`src/rtl/mult_div_ctrl.sv`:
```
// Iterative 32x32 signed shift-add multiplier and restoring divider feeding the Hi/Lo registers.
// Optional macro MD_DIV_ZERO_TRAP_EN short-circuits divide-by-zero and raises div_zero.
module mult_div_ctrl (
  input  logic        clock,
  input  logic        reset,
  input  logic        start_mult,
  input  logic        start_div,
  input  logic [31:0] a,
  input  logic [31:0] b,
  output logic        busy,
  output logic        done,
  output logic        div_zero,
  output logic [31:0] hi,
  output logic [31:0] lo
);

  localparam int DATA_W = 32;

  typedef enum logic [1:0] {IDLE, CALC, FIX, DONE} state_t;

  state_t                  state;
  logic [4:0]              cnt;
  logic                    op_div;
  logic                    sign_a;
  logic                    sign_b;
  logic [DATA_W-1:0]       opnd;
  logic [2*DATA_W-1:0]     acc;
  logic [DATA_W:0]         add_sum;
  logic [DATA_W:0]         sub_diff;
  logic [2*DATA_W-1:0]     acc_shl;
  logic                    neg_res;
  logic                    trap_hit;

  function automatic logic [DATA_W-1:0] abs_w(input logic signed [DATA_W-1:0] v);
    logic signed [DATA_W-1:0] n;
    n = -v;
    return v[DATA_W-1] ? DATA_W'(n) : DATA_W'(v);
  endfunction

  function automatic logic [DATA_W-1:0] neg_w(input logic [DATA_W-1:0] v);
    return ~v + 1'b1;
  endfunction

  function automatic logic [2*DATA_W-1:0] neg_dw(input logic [2*DATA_W-1:0] v);
    return ~v + 1'b1;
  endfunction

  assign add_sum  = {1'b0, acc[2*DATA_W-1:DATA_W]} + {1'b0, opnd};
  assign acc_shl  = {acc[2*DATA_W-2:0], 1'b0};
  assign sub_diff = {1'b0, acc_shl[2*DATA_W-1:DATA_W]} - {1'b0, opnd};
  assign neg_res  = sign_a ^ sign_b;

`ifdef MD_DIV_ZERO_TRAP_EN
  assign trap_hit = (b == '0);
`else
  assign trap_hit = 1'b0;
`endif

  always_ff @(posedge clock) begin
    if (reset) begin
      state    <= IDLE;
      cnt      <= '0;
      busy     <= 1'b0;
      done     <= 1'b0;
      div_zero <= 1'b0;
      hi       <= '0;
      lo       <= '0;
    end else begin
      case (state)
        IDLE: begin
          cnt      <= '0;
          done     <= 1'b0;
          div_zero <= 1'b0;
          if (start_mult) begin
            op_div <= 1'b0;
            sign_a <= a[DATA_W-1];
            sign_b <= b[DATA_W-1];
            opnd   <= abs_w(a);
            acc    <= {{DATA_W{1'b0}}, abs_w(b)};
            busy   <= 1'b1;
            state  <= CALC;
          end else if (start_div) begin
            op_div <= 1'b1;
            sign_a <= a[DATA_W-1];
            sign_b <= b[DATA_W-1];
            opnd   <= abs_w(b);
            acc    <= {{DATA_W{1'b0}}, abs_w(a)};
            busy   <= 1'b1;
            if (trap_hit) begin
              // Hi/Lo are left untouched on a trapped divide
              done     <= 1'b1;
              div_zero <= 1'b1;
              state    <= DONE;
            end else begin
              state <= CALC;
            end
          end
        end
        CALC: begin
          if (!op_div) begin
            acc <= acc[0] ? {add_sum, acc[DATA_W-1:1]} : {1'b0, acc[2*DATA_W-1:1]};
          end else begin
            // Borrow out of the trial subtract means restore the shifted remainder
            acc <= sub_diff[DATA_W] ? acc_shl
                                    : {sub_diff[DATA_W-1:0], acc_shl[DATA_W-1:1], 1'b1};
          end
          if (cnt == 5'd31) state <= FIX;
          else              cnt   <= cnt + 5'd1;
        end
        FIX: begin
          if (!op_div) begin
            {hi, lo} <= neg_res ? neg_dw(acc) : acc;
          end else begin
            lo <= neg_res ? neg_w(acc[DATA_W-1:0]) : acc[DATA_W-1:0];
            hi <= sign_a  ? neg_w(acc[2*DATA_W-1:DATA_W]) : acc[2*DATA_W-1:DATA_W];
          end
          done  <= 1'b1;
          state <= DONE;
        end
        DONE: begin
          done     <= 1'b0;
          div_zero <= 1'b0;
          busy     <= 1'b0;
          state    <= IDLE;
        end
        default: state <= IDLE;
      endcase
    end
  end

endmodule

```
`config.mk`:
```
export PLATFORM = sky130hd
export DESIGN_NAME = mult_div_ctrl
export DESIGN_NICKNAME = d
export VERILOG_FILES = /design/src/rtl/mult_div_ctrl.sv
export SDC_FILE = /design/constraint.sdc
export NUM_CORES = 1
export LEC_CHECK = 0
export BUFFER_PORTS_ARGS = -buffer_cell sky130_fd_sc_hd__clkbuf_2
export CELL_PAD_IN_SITES_DETAIL_PLACEMENT = 0
export CELL_PAD_IN_SITES_GLOBAL_PLACEMENT = 2
export CORE_UTILIZATION = 37
export CTS_CLUSTER_DIAMETER = 60
export DETAILED_ROUTE_END_ITERATION = 10
export PLACE_DENSITY = 0.81
export SYNTH_ARGS = -nofsm -noshare
export SYNTH_HDL_FRONTEND = slang
export SYNTH_SLANG_ARGS = --single-unit
```
`constraint.sdc`:
```
create_clock -name clock -period 6.3 [get_ports clock]
set_input_delay 0 -clock clock [delete_from_list [all_inputs] [get_ports clock]]
set_output_delay 0 -clock clock [all_outputs]
set_load 0.02 [all_outputs]
```
# Yosys cells after proc, flatten, opt, wreduce, memory -nomap -nowiden

Index checks and enable logic that the tools add are counted.
Widths: inputs -> output; s select.

Register bits: 172
Latch bits: 0
Bits in writable memories: 0
Memory bits (read-only): 0
Input port bits: 68
Output and inout port bits: 67
Word-level logic and storage cells: 71
Memories kept: 0

$add $sub $neg: 8
$mul: 0
Div/mod/pow operators: 0
$lt $le $gt $ge: 0
Equality and inequality tests: 7
Shifts and indexed selects: 0
Mux-type cells: 29
Bitwise operators: 5
Reductions and logical operators: 11

Operator list:

| cell                  | count |
|---|---|
| $mux 64               | 6 |
| $mux 32               | 8 |
| $pmux 64 s2           | 1 |
| $add 32x1->32 const B | 2 |
| $add 64x1->64 const B | 1 |
| $neg 32->32           | 2 |
| $not 32->32           | 2 |
| $not 64->64           | 1 |
| $add 32x32->33        | 1 |
| $sub 32x32->33        | 1 |
| $pmux 5 s2            | 1 |
| $pmux 2 s4            | 1 |
| $reduce_bool 2->1     | 4 |
| $mux 1                | 6 |
| $mux 2                | 3 |
| $reduce_and 2->1      | 3 |
| $reduce_and 3->1      | 2 |
| $add 5x1->5 const B   | 1 |
| $eq 5x5->1 const B    | 1 |
| $mux 5                | 1 |
| $eq 2x2->1 const B    | 2 |
| $ne 2x2->1 const B    | 2 |
| $pmux 1 s2            | 2 |
| $ne 3x3->1 const B    | 1 |
| other kinds (5)       | 5 |

# Depth between registers and ports, before layout

Depth in word-level cells: 5
Mapped depth: 14
Gate-level depth less buffers: 12

# Worst setup path before layout

No wires, ideal clock.

Path type: reg2reg
From: reg state[0]
To: reg acc[0], enable pin
Setup time: 565 ps
Arrival time: 5240 ps
Data required time: 5735 ps
Path slack: 495 ps
Stages on the path, launching flop included: 5
Path buffers: 0
Period minus slack after synthesis: 5805 ps
Cells stage by stage: dfxtp_1 inv_1 ha_1 and2_1 nor3_1

Word-level cells in the longest chain between the ends: 3
Elaborated cells between the ends (all ways): 5
Those cells by class: eq/ne: 2; reduce/logical: 3

Ends and longest elaborated chain:

| element                                                          | RTL line | source |
|---|---|---|
| start, declared                                                  | 21       | `state_t state;` |
| start signal, assigned                                           | 61       | `state <= IDLE;` |
| start signal, assigned                                           | 81       | `state <= CALC;` |
| start signal, assigned                                           | 93       | `state <= DONE;` |
| $logic_not 2->1 / $eq 2x1->1 (equally long branches)             | 69       | `case (state)` |
| $ne 3x3->1 (no line) / $reduce_bool 2->1 (equally long branches) | -        |  |
| $reduce_and 3->1 (no line) *                                     | -        |  |
| end signal, assigned                                             | 79       | `acc <= {{DATA_W{1'b0}}, abs_w(b)};` |
| end signal, assigned                                             | 87       | `acc <= {{DATA_W{1'b0}}, abs_w(a)};` |
| end signal, assigned                                             | 101      | `acc <= acc[0] ? {add_sum, acc[DATA_W-1:1]} : {1'b0, acc[2*DATA_W-1:1]};` |
| end, declared                                                    | 27       | `logic [2*DATA_W-1:0] acc;` |

Every way passes the cells marked *; elsewhere a longest branch is shown, timed or not.
A chain may end at the register's enable or synchronous reset.

# Worst setup path in the final report

From: reg acc[31]
To: reg acc[49], data pin

Word-level cells in the longest chain between the ends: 4

Ends and longest elaborated chain:

| element        | RTL line | source |
|---|---|---|
| $sub 32x32->33 | 50       | `assign sub_diff = {1'b0, acc_shl[2*DATA_W-1:DATA_W]} - {1'b0, opnd};` |
| $mux 64        | 104      | `acc <= sub_diff[DATA_W] ? acc_shl` |
| $mux 64        | 100      | `if (!op_div) begin` |
| $pmux 64 s2    | 69       |  |

No other way between the ends.

==> flow_summary_export.csv <==
group,metric,value,unit
clock_tree,cts.sink_count,172,
logic_synthesis,synthesis.instances,1712,
drt,detailroute.via_count,13300,
placement,routabilityCongestion,0.927,
outcome,run_status,"finished, final reports clean",
placement,count_of_buffers_from_port_buffering,133,
global_routing,grt_pass1_vias,12700,
logic_synthesis,yosys_register_bits,172,
hold_path,hold_path_class,"input port to flop",
job,max_cap_viol_count,0,
layout,drive_above_1_share,0.114,
floorplan,die-height,198,um
clock_tree,clk_transition_reported_paths,0.08,ns
clock_tree,cts_resized,0,
timing,timing.final.crit_share,0.711,
floorplan,pin_count,135,
logic_synthesis,synth_sequential_area_ratio,0.313,
critical_path,cp-end-kind,"flop",
drt,route.top_layer_used,"met4",
floorplan,die_area,0.0391,mm2
clock_tree,worstSkewPairLatency,0.45,ns
logic_synthesis,netlist_area,0.0142,mm2
logic_synthesis,syn-num-nets,1857,
clock_tree,post-cts-setup-buffers,0,
critical_path,worst-endpoint-arrival,4.66,ns
floorplan,die_x,198,um
logic_synthesis,postSynth.asyncResetShare,0,
drt,route.met3.wl,2290,um
hold_path,hold_path_startpoint,"a[22]",
hold_path,min_delay_worst_endpoint,"opnd[22]$_DFFE_PP_",
clock_tree,cts_tree,"done",
pwr,leakage_power_figure,6.27,nW
pwr,vdd.ir_drop.worst,0.000221,V
floorplan,placement_rows,71,
drt,first_pass_iters,5,
clock_tree,cts_made_buffers,17,
timing,worst-slew-pin-transition,1.16,ns
drt,detailroute.wirelength.met2,22700,um
logic_synthesis,synth.top_cells.by_area,"edfxtp_1 (21%), dfxtp_1 (10%), ha_1 (6.6%)",
timing,setup_viol,0,
layout,antenna_cells_inserted,0,
drt,detail_route.wirelength,48600,um
layout,final_nets,1926,
clock_tree,ctsHtreeMaxLevel,4,
global_routing,grt_start_max_net_pins,81,
logic_synthesis,synth.largest_area_cell,"edfxtp_1",
timing,fin_skew,0.00961,ns
timing,finalHoldViolCount,0,
logic_synthesis,yosysMostFrequentCell,"nor2_1",
clock_tree,post_cts_hold_buffer_count,0,
layout,final-instance-count-excl-fill,2305,
critical_path,worst_r2r_startpoint,"acc[31]$_DFFE_PP_",
logic_synthesis,yosysUniqueCellTypes,72,
critical_path,reg2reg_setup_slack,1.82,ns
drt,drt_first_iter_violations,1110,
layout,post-route-util,0.421,
pwr,total_power,7.71,mW
placement,dp_hpwl,36600,um
logic_synthesis,edff_count_synth,99,
pwr,power_density,487,mW/mm2
clock_tree,cts-root-buf,"clkbuf_16",
global_routing,overflow,0,
layout,areaGrowthSynthToFinish,11.7,%
critical_path,ff2ff_path_depth,12,
timing,slew_viol_final,0,
drt,wire_per_inst,21.1,um
global_routing,antenna_found_initial,0,
floorplan,initial_utilization,0.376,
global_routing,grt_first_pass_wirelength,74800,um
drt,drcViolationCount,0,
critical_path,worst_ep_required_time,6.48,ns
timing,setup_total_negative_slack,0,ns
clock_tree,max-clock-path-buffers,2,
logic_synthesis,synth.yosys.warnings,0,
drt,ant_nets,0,
logic_synthesis,synth_commonest_cells,"nor2_1 (178), nand2_1 (155), a21oi_1 (141), edfxtp_1 (99)",
critical_path,crit-reg2reg-capture,"acc[49]$_SDFFCE_PN0P_",
hold_path,worst_hold_path.num_cells,3,
logic_synthesis,yosys_most_used_dff,"edfxtp_1",
floorplan,core_region_area,0.0377,mm2
critical_path,crit_fanout,32,
critical_path,timing.setup.critical_path_class,"flop to flop",
drt,routedLengthMet1,22100,um
logic_synthesis,synth_top_area_share,0.210,
critical_path,cp-startpoint,"acc[31]$_DFFE_PP_",
logic_synthesis,synthesis.area_per_instance,8.28,um2
placement,placedCellCount,2273,
global_routing,grt.total_usage,0.251,
timing,shortest_period_the_worst_path_allows,4.48,ns
timing,rsz0062_at_grt,"false",
drt,via_per_inst,5.78,
timing,remaining_max_slew_budget_at_the_tightest_pin,0.223,
critical_path,cp-start-kind,"flop",
timing,achievable-frequency,0.223,GHz
==> stage by stage <==
| stage | setup slack, ns | instance area [um2] | hold WS (ns) |
|---|---|---|---|
| after global placement | 1.97 | 15300 | 0.432 |
| after floorplan | 0.495 | 14200 | 0.0989 |
| after global routing | 1.59 | 15800 | 0.0251 |
| after detailed placement | 1.87 | 15300 | 0.436 |
| final | 1.82 | 15800 | 0.00567 |
| after CTS | 1.85 | 15800 | 0.00254 |
==> per-layer routing <==
| metal | up-vias | global-route usage |
|---|---|---|
| met5 | - | 0 |
| met4 | 0 | 0.0867 |
| met3 | 72 | 0.0290 |
| met2 | 399 | 0.411 |
| met1 | 6375 | 0.340 |
| li1 | 6471 | - |
==> registers in the layout, indices dropped and copies added (netlist names) <==
name,flops
acc,64
op_div,1
lo,32
opnd,32
sign_b,1
busy,1
hi,32
state,2
done,1
sign_a,1
cnt,5
==> critical path: stages, from the launching register on <==
cell	delay [ns]
edfxtp_1	0.40
inv_1	0.09
ha_1	0.22
fa_1	0.42
nand2b_1	0.22
a21oi_1	0.24
o21ai_0	0.32
o311a_1	0.50
o21ba_2	0.31
o21ai_4	0.80
nor2_1	0.22
a222oi_1	0.38
a21oi_1	0.10
==> cell usage in the layout, fill, tap and decap left out, drive strengths merged, types with 70 or more instances in the layout <==
| cell type | count |
|---|---|
| a21oi | 141 |
| edfxtp | 99 |
| mux2i | 80 |
| dfxtp | 73 |
| inv | 70 |
| ha | 75 |
| xor2 | 92 |
| nand2 | 155 |
| clkbuf | 150 |
| xnor2 | 74 |
| nor2 | 178 |
| o21ai | 98 |
==> logic make-up (layout without fill, tap and decap cells) <==
family,after synthesis,count (layout),share of synthesized area
buffers and inverters,164,246,0.0438
DFF,172,172,0.313
xor gates and xnor gates,166,166,0.103
other,1,1,0.000265
and+or+nand+nor,552,552,0.185
AOI/OAI and AO/OA,500,500,0.230
adders and majority gates,77,77,0.0690
muxes,80,80,0.0565
==> worst max path at each step <==
stage / end / slack [ns] / cells after the start
floorplan: acc[0]$_DFFE_PP_ / 0.49 / 4
global placement: acc[49]$_SDFFCE_PN0P_ / 1.97 / 12
detailed placement: acc[49]$_SDFFCE_PN0P_ / 1.87 / 12
CTS: acc[49]$_SDFFCE_PN0P_ / 1.85 / 12
global route: acc[49]$_SDFFCE_PN0P_ / 1.59 / 12
finish: acc[49]$_SDFFCE_PN0P_ / 1.82 / 12
==> power breakdown <==
part	total, mW	internal, mW	switching, mW
registers	2.23	1.68	0.547
clock network	1.07	0.527	0.538
logic	4.42	1.63	2.79
total	7.71	3.84	3.87
==> layout make-up <==
type / count / area (um2)
inverters: 66 / 248
fillers: 3916 / 21800
well taps: 511 / 639
repair buffers: 148 / 778
flip-flops and latches: 172 / 4430
multi-input cells: 1376 / 9170
clock inverters: 15 / 151
clock buffers: 17 / 425
No activity file was read; power rests on OpenSTA's default activity.
